==> src/rtl/seq_mult_sequencer.sv <==
// seq_mult_sequencer: signed shift-add multiplier controller with start/busy/done handshake
module seq_mult_sequencer #(
  parameter int WORD_LENGTH = 16
) (
  input  logic                       clk,
  input  logic                       reset,
  input  logic                       start,
  input  logic [WORD_LENGTH-1:0]     multiplicand,
  input  logic [WORD_LENGTH-1:0]     multiplier,
  output logic                       busy,
  output logic                       done,
  output logic [2*WORD_LENGTH-1:0]   result,
  output logic                       sign
);
  localparam int W  = WORD_LENGTH;
  localparam int CW = $clog2(W);
  typedef enum logic [2:0] {IDLE, LOAD, SHIFT_ADD, SIGN_FIX, DONE} state_t;
  state_t state, next;
  logic [W-1:0]   a_q, b_q, mag_a, mag_b;
  logic [CW-1:0]  cnt;
  logic [2*W-1:0] acc;
  logic           sign_int;
  always_ff @(posedge clk or posedge reset)
    if (reset) state <= IDLE;
    else       state <= next;
  always_comb begin
    next = state;
    case (state)
      IDLE:      next = start ? LOAD : IDLE;
      LOAD:      next = SHIFT_ADD;
      SHIFT_ADD: next = (cnt == CW'(W-1)) ? SIGN_FIX : SHIFT_ADD;
      SIGN_FIX:  next = DONE;
      default:   next = IDLE;
    endcase
  end
  always_comb begin
    busy = (state == LOAD) || (state == SHIFT_ADD) || (state == SIGN_FIX);
    done = (state == DONE);
  end
  // Magnitudes are W-bit unsigned, so |-2^(W-1)| = 2^(W-1) is exact.
  always_ff @(posedge clk or posedge reset)
    if (reset) begin
      a_q      <= '0;
      b_q      <= '0;
      mag_a    <= '0;
      mag_b    <= '0;
      sign_int <= 1'b0;
      acc      <= '0;
      cnt      <= '0;
      result   <= '0;
      sign     <= 1'b0;
    end else begin
      case (state)
        IDLE: if (start) begin
          a_q <= multiplicand;
          b_q <= multiplier;
        end
        LOAD: begin
          mag_a    <= a_q[W-1] ? -a_q : a_q;
          mag_b    <= b_q[W-1] ? -b_q : b_q;
          sign_int <= a_q[W-1] ^ b_q[W-1];
          acc      <= '0;
          cnt      <= '0;
        end
        SHIFT_ADD: begin
          if (mag_b[cnt]) acc <= acc + ({{W{1'b0}}, mag_a} << cnt);
          cnt <= cnt + 1'b1;
        end
        SIGN_FIX: begin
          result <= (acc == '0) ? '0 : (sign_int ? -acc : acc);
          sign   <= sign_int && (acc != '0);
        end
        default: ;
      endcase
    end
endmodule

==> config.mk <==
export PLATFORM = sky130hd
export DESIGN_NAME = seq_mult_sequencer
export DESIGN_NICKNAME = d
export VERILOG_FILES = /design/src/rtl/seq_mult_sequencer.sv
export SDC_FILE = /design/constraint.sdc
export NUM_CORES = 1
export LEC_CHECK = 0
export CAP_MARGIN = 20
export CORE_UTILIZATION = 40
export CTS_CLUSTER_SIZE = 25
export DETAILED_ROUTE_END_ITERATION = 10
export PLACE_DENSITY = 0.57
export SLEW_MARGIN = 15
export SYNTH_ARGS = -nofsm -noshare
export SYNTH_HDL_FRONTEND = slang
export SYNTH_SLANG_ARGS = --single-unit
==> constraint.sdc <==
create_clock -name clk -period 5.1 [get_ports clk]
set_input_delay 0.51 -clock clk [delete_from_list [all_inputs] [get_ports clk]]
set_output_delay 0.51 -clock clk [all_outputs]
set_load 0.01 [all_outputs]
==> results by group, run 1 <==
Clock network
  • Clk sinks: 137
  • TritonCTS clock tree: built
  • Later-pin clock latency in the skew report: 0.43 ns
  • Clock transition at path regs: 0.07 ns
  • Hold buffers post-CTS: 0
  • Postcts setup bufs: 0
  • Clock Tree Buf Depth: 2
  • Post-CTS sizing: 0
  • Root Driver: clkbuf_16
  • H-tree depth: 4
  • Clock buffer count from CTS: 17

Setup path
  • Worst Setup End Kind: register
  • Critical Path Fanout Max: 20
  • Peak per-stage delay on the critical path: 0.79 ns
  • Worst-path cell chain: buf_4 -> mux2_2 -> o21ai_0 -> nor2_1 -> a21oi_1 -> nor2_1 -> ha_1 -> nand2_1 -> nor4b_1 -> a22oi_1 -> or4_1 -> a311oi_1 -> o21ai_0 -> o31ai_1
  • Startpoint Class: register
  • Slowest stage cell, crit path: dfrtp_1
  • Worst EP required: 5.45 ns
  • WS Path Type: register to register
  • Crit path buf inv count: 1
  • CP Launch Point: cnt[1]
  • CP Data Arrival Time: 4.63 ns
  • Worst reg2reg path startpoint: cnt[1]
  • Family with the most delay on the worst path: simple AND/OR/NAND/NOR gates

Logic synthesis
  • FFs w/ async S/R, synth: 1.00
  • Synthesized area: 0.00894 mm2
  • Mapped Nets: 1083
  • EDFF count, synth: 0
  • Unique masters post-synth: 66
  • Synth warnings: 0
  • Syn Inst Count: 1012
  • Synth Area per Inst: 8.84 um2
  • Sequential area share after synthesis: 0.383
  • Post-synthesis register bit count: 137
  • Synth top area cells: dfrtp_1 (38%), o21ai_0 (6.2%), xor2_1 (6.1%)
  • Leading area contributor after synthesis: dfrtp_1
  • Synth top area share: 0.383
  • Main synth FF type: dfrtp_1

Pwr
  • Combinational share of power: 0.490
  • Clk pwr share: 0.196
  • Power per cell area: 612 mW/mm2
  • Switching share of power: 0.431
  • P_int: 3.65 mW
  • Power, Total: 6.41 mW
  • Sequential Power Share: 0.314
  • Leak Pwr: 4.42 nW
  • Switching pwr: 2.76 mW
  • Max IR drop VDD: 234 uV

Finish
  • Fin nets: 1122
  • Reg area: 0.00343 mm2
  • Post-Layout Cell Count: 1344
  • Fillcell total: 2139
  • Commonest cells after routing, fill and taps aside: nand2_1 (138), dfrtp_1 (137), o21ai_0 (111)
  • Final Util: 0.479
  • Antenna cells: 0
  • Cell area after layout: 0.0105 mm2
  • Area of the multi-input gates: 0.00520 mm2
  • Commonest non-fill, non-tap cell in the layout: nand2_1
  • Layout cell share with drive strength beyond 1: 0.102
  • Layout area overhead: 17.2%

Placed design
  • Pre-CTS setup slack: 0.867 ns
  • DP Area: 0.00986 mm2
  • Gpl congestion: 0.974
  • Cell Count Post-Placement: 1311
  • Dpl hpwl: 16.1 mm
  • Buffers on Ports: 69

Floorplan
  • Die Y: 152 um
  • IO Count: 70
  • Die area: 0.0230 mm2
  • Core box area: 0.0219 mm2
  • Die width: 152 um
  • # rows: 54
  • Starting Density: 0.409

GRT
  • GRT busiest layer: met2
  • First-pass GRT wire length: 35.2 mm
  • Met2 Track Usage GR: 0.303
  • Total grt overflow: 0
  • Initial antenna violation count: 0
  • Vias in the first global route: 6803
  • GRT Util Overall: 0.198
  • Met1 Resource Use GR: 0.278
  • Largest net degree at the start of global routing: 109
  • GR Layer Usage met3: 0.0338

Drt
  • DRT antenna net count: 0
  • Vias after detailed routing: 7380
  • DR iter-0 viols: 454
  • Post-route DRC violation count: 0
  • Pre-antenna DRT Iters: 5
  • WL per Instance: 16.0 um
  • Vias per inst: 5.49
  • Routed wire length: 21.5 mm

Timing
  • FMAX: 234 MHz
  • Hold Vio Cnt, Final: 0
  • Worst Skew: 0.0128 ns
  • Final min period: 4.28 ns
  • Setup violations, final: 0
  • Setup slack after layout: 0.820 ns
  • Worst Hold Margin: 0.409 ns
  • Worst-margin pin slew: 1.00 ns
  • Slew Viols, Final: 0
  • RSZ-0062 raised after global routing: false
  • Relative slew slack: 0.333
  • Final Cycle Share: 0.839
  • Setup TNS: 0 ns

Status
  • Outcome: completed

Run
  • Max Cap Viol: 0

Min path
  • Min-delay worst type: input port to asynchronous set/reset pin
[final timing paths]
| path | endpoint | slack [ns] | cells past startpoint |
|---|---|---|---|
| setup / recovery | acc[31] | 0.82 | 14 |
| hold / removal | state[0] | 0.41 | 2 |
| setup reg to reg | acc[31] | 0.82 | 14 |
| hold reg to reg | result[9] | 0.48 | 2 |
| max in group asynchronous | state[2] | 3.98 | 3 |
| min in group clk | result[9] | 0.48 | 2 |
[power groups by stage]
stage               Combinational, mW  Clock (mW)  Sequential [mW]
CTS                              3.16        1.29             2.01
floorplan                        2.41           0             1.86
global placement                 3.13           0             2.02
finish                           3.14        1.26             2.01
detailed placement               3.15           0             2.04
global route                     3.53        1.34             2.10
[cell usage after synthesis (all sizes together) (3+ instances only)]
cell	instances
nor4	4
xnor2	16
a21oi	47
and2	6
nand2	138
a21o	7
mux2i	15
o31ai	25
xor2	62
or2	4
nor4b	3
ha	35
o22ai	4
nor3	12
mux4	9
or3	11
buf	10
nor2	57
nor2b	5
and3	5
a221oi	3
o21bai	7
o21ai	146
inv	28
o41ai	10
o21a	10
nand3	42
a211oi	8
nand2b	4
mux2	34
clkbuf	50
or4	9
or3b	4
o22a	3
dfrtp	137
nand4	8
[layer usage]
metal,part of all wire,up-vias
met2,0.44,172
met1,0.50,3431
met3,0.037,32
met4,0.020,0
met5,0,-
li1,-,3745
[layout make-up]
class,count,area share
multi-input combinational,786,0.496
sequential,137,0.327
tap,280,0.0334
timing repair buffer,80,0.0757
inverter,29,0.0109
clock inverter,14,0.0147
clock buffer,18,0.0419
[state kept, by name, indices dropped and copies added, names as in the netlist]
signal    cells
b_q          16
a_q          16
mag_b        16
mag_a        16
sign_int      1
cnt           4
acc          32
result       32
sign          1
state         3
[worst reg2reg max path: cells and delay by family, from the launching register on]
| kind | cells | cell delay, ns |
|---|---|---|
| muxes | 1 | 0.36 |
| AOI/OAI and AO/OA | 6 | 1.16 |
| buffers and inverters | 1 | 0.31 |
| DFF | 1 | 0.79 |
| adders and majority gates | 1 | 0.40 |
| and+or+nand+nor | 5 | 1.19 |
[cells by family (layout without fill, tap and decap cells)]
| family | count (synthesis) | count (layout) | synth area share |
|---|---|---|---|
| simple gates | 319 | 319 | 0.167 |
| xor+xnor | 78 | 78 | 0.0764 |
| flops | 137 | 137 | 0.383 |
| buf+inv | 89 | 141 | 0.0379 |
| mux | 58 | 58 | 0.0823 |
| compound gates | 295 | 295 | 0.202 |
| fa+ha+maj | 36 | 36 | 0.0512 |
Power figures use the tool's default switching activity.
==> run 2: changes to the inputs <==
--- a/config.mk
+++ b/config.mk
@@ -9,7 +9,7 @@
 export CORE_UTILIZATION = 40
 export CTS_CLUSTER_SIZE = 25
 export DETAILED_ROUTE_END_ITERATION = 10
-export PLACE_DENSITY = 0.57
+export PLACE_DENSITY = 0.6
 export SLEW_MARGIN = 15
 export SYNTH_ARGS = -nofsm -noshare
 export SYNTH_HDL_FRONTEND = slang
==> constraint.sdc (replaced) <==
create_clock -name clk -period 3.7 [get_ports clk]
set_input_delay 0.37 -clock clk [delete_from_list [all_inputs] [get_ports clk]]
set_output_delay 0.37 -clock clk [all_outputs]
set_load 0.01 [all_outputs]
==> results by group, run 2 (synthesized netlist as in run 1, its figures left out) <==
Min path
  • Min-delay worst type: input port to asynchronous set/reset pin

Finish
  • Post-Layout Cell Count: 1387 (+3.2%)
  • Commonest cells after routing, fill and taps aside: nand2_1 (138), dfrtp_1 (135), o21ai_0 (109)
  • Fin nets: 1166 (+3.9%)
  • Reg area: 0.00343 mm2 (about the same)
  • Fillcell total: 2161 (+1.0%)
  • Commonest non-fill, non-tap cell in the layout: nand2_1
  • Biggest regs: acc: 32 flops, result: 32 flops
  • Cell area after layout: 0.0108 mm2 (+3.4%)
  • Layout area overhead: 21.2%
  • Layout cell share with drive strength beyond 1: 0.145 (+0.0430)
  • Antenna cells: 0 (unchanged)
  • Area of the multi-input gates: 0.00524 mm2 (+0.84%)
  • Final Util: 0.495 (+0.0163)

Setup path
  • Most numerous cell on the critical path: buf_4
  • Crit path buf inv count: 2 (+1)
  • Worst-path cell chain: buf_4 -> mux4_2 -> mux2i_1 -> o22ai_1 -> ha_1 -> buf_4 -> nand2_1 -> o21ai_1 -> a22oi_1 -> or4_4 -> a31oi_2 -> nor3_1 -> o31ai_1
  • CP Launch Point: cnt[0]
  • Reg2Reg Setup Slack: 0.22 ns (-0.60 ns)
  • Worst Setup End Kind: register
  • CP Data Arrival Time: 3.80 ns (-0.83 ns)
  • Slowest stage cell, crit path: or4_4
  • Family with the most delay on the worst path: compound AO/OA/AOI/OAI gates
  • Startpoint Class: register
  • WS Path Type: register to register
  • Worst EP required: 4.02 ns (-1.43 ns)
  • Worst reg2reg path startpoint: cnt[0]
  • Peak per-stage delay on the critical path: 0.59 ns (-0.20 ns)
  • Critical Path Fanout Max: 4 (-80%)

Clock network
  • Clock buffer count from CTS: 17 (unchanged)
  • Later-pin clock latency in the skew report: 0.42 ns (about the same)
  • H-tree depth: 4 (unchanged)
  • Hold buffers post-CTS: 0 (unchanged)
  • Clock Tree Buf Depth: 2 (unchanged)
  • TritonCTS clock tree: built
  • Root Driver: clkbuf_16
  • Clock transition at path regs: 0.07 ns (about the same)
  • Clk sinks: 137 (unchanged)

Drt
  • Routed wire length: 21.9 mm (+2.0%)
  • Vias per inst: 5.41 (-1.6%)
  • Met3 WL post-DR: 771 um (-3.1%)
  • Top Metal Used: met4
  • Pre-antenna DRT Iters: 5 (unchanged)
  • DR iter-0 viols: 442 (-2.6%)
  • DRT antenna net count: 0 (unchanged)
  • Vias after detailed routing: 7498 (+1.6%)
  • Wl on met1: 11.0 mm (+1.9%)
  • Post-route DRC violation count: 0 (unchanged)
  • WL per Instance: 15.8 um (-1.2%)
  • Met2 WL: 9.68 mm (+2.6%)

Pwr
  • Power per cell area: 842 mW/mm2 (+38%)
  • Power, Total: 9.12 mW (+42%)
  • Leak Pwr: 4.59 nW (+3.9%)
  • Combinational share of power: 0.528 (+0.038)
  • Sequential Power Share: 0.298 (-0.016)
  • P_int: 5.26 mW (+44%)
  • Clk pwr share: 0.174 (-0.022)
  • Switching share of power: 0.424 (-0.00711)
  • Max IR drop VDD: 370 uV (+58%)
  • Switching pwr: 3.86 mW (+40%)

Timing
  • Worst-margin pin slew: 0.954 ns (-0.0468 ns)
  • Worst Skew: 0.0129 ns (+0.000127 ns)
  • Relative slew slack: 0.364 (+0.0312)
  • Setup TNS: 0 ns (unchanged)
  • Worst Hold Margin: 0.396 ns (-0.0130 ns)
  • Slew Viols, Final: 0 (unchanged)
  • Hold Vio Cnt, Final: 0 (unchanged)
  • Final Cycle Share: 0.940 (+0.100)
  • FMAX: 288 MHz (+23%)
  • Setup violations, final: 0 (unchanged)
  • Setup slack after layout: 0.224 ns (-0.596 ns)
  • RSZ-0062 raised after global routing: false
  • Final min period: 3.48 ns (-0.804 ns)

Placed design
  • Cell Count Post-Placement: 1353 (+3.2%)
  • Buffers on Ports: 69 (unchanged)
  • Gpl congestion: 0.935 (-4.0%)
  • Dpl hpwl: 16.6 mm (+3.1%)
  • Pre-CTS setup slack: -0.0370 ns (-0.904 ns)
  • DP Area: 0.0102 mm2 (+3.8%)

GRT
  • Largest net degree at the start of global routing: 79 (-28%)
  • Total grt overflow: 0 (unchanged)
  • Initial antenna violation count: 0 (unchanged)
  • First-pass GRT wire length: 36.7 mm (+4.2%)
  • GRT Util Overall: 0.204 (+0.00552)
  • Vias in the first global route: 7085 (+4.1%)

Floorplan
  • Die area: 0.0230 mm2 (unchanged)
  • Core box area: 0.0219 mm2 (unchanged)
  • Die Y: 152 um (unchanged)
  • Die width: 152 um (unchanged)
  • Starting Density: 0.409 (unchanged)
  • # rows: 54 (unchanged)
  • IO Count: 70 (unchanged)

Status
  • Outcome: completed

Run
  • Max Cap Viol: 0 (unchanged)
-- run 2: changes by cell type in the layout (fill, tap and decap cells not counted), sizes merged --
cell      change
clkinvlp      +5
buf          +43
clkbuf        +2
inv           -6
bufinv        -1
-- run 2: layout make-up --
cell class	instances	area share
sequential	137	0.317
clock inverter	12	0.00855
tap	280	0.0323
multi-input combinational	786	0.484
timing repair buffer	124	0.107
clock buffer	19	0.0409
inverter	29	0.0104
-- run 2: power by group through the flow --
stage / logic (mW) / registers [mW] / clock network, mW
floorplan: 3.32 / 2.56 / 0
global placement: 4.70 / 2.74 / 0
detailed placement: 4.75 / 2.77 / 0
CTS: 4.76 / 2.74 / 1.62
global route: 5.41 / 2.83 / 1.69
finish: 4.82 / 2.72 / 1.58
-- run 2: worst min-delay path, cell delays in order --
cell	delay, ns
clkdlybuf4s50_1	0.44
clkinvlp_4	0.12
buf_12	0.28
-- run 2: worst paths after layout --
check | end | cells after the start
min in group clk | mag_b[4] | 2
max in group asynchronous | cnt[0] | 3
max | acc[27] | 13
min reg2reg | mag_b[4] | 2
max reg2reg | acc[27] | 13
min | acc[0] | 3
-- run 2: per-layer routing --
layer | track usage | vias to the layer above
met3 | 0.0296 | 28
li1 | - | 3816
met1 | 0.293 | 3481
met5 | 0 | -
met2 | 0.313 | 173
met4 | 0.0653 | 0
-- run 2: repair_timing --
| action | in CTS | in global routing |
|---|---|---|
| setup buffers | 0 | 3 |
| endpoints found under the setup margin | 2 | 8 |
| pin swaps | 0 | 1 |
| gates resized for setup | 1 | 11 |
==> run 3: changes to the inputs <==
--- a/config.mk
+++ b/config.mk
@@ -10,7 +10,6 @@
 export CTS_CLUSTER_SIZE = 25
 export DETAILED_ROUTE_END_ITERATION = 10
 export PLACE_DENSITY = 0.6
-export SLEW_MARGIN = 15
 export SYNTH_ARGS = -nofsm -noshare
 export SYNTH_HDL_FRONTEND = slang
 export SYNTH_SLANG_ARGS = --single-unit
==> results of run 3 <==
No change in the layout: final DEF, timing and power equal those of run 2.
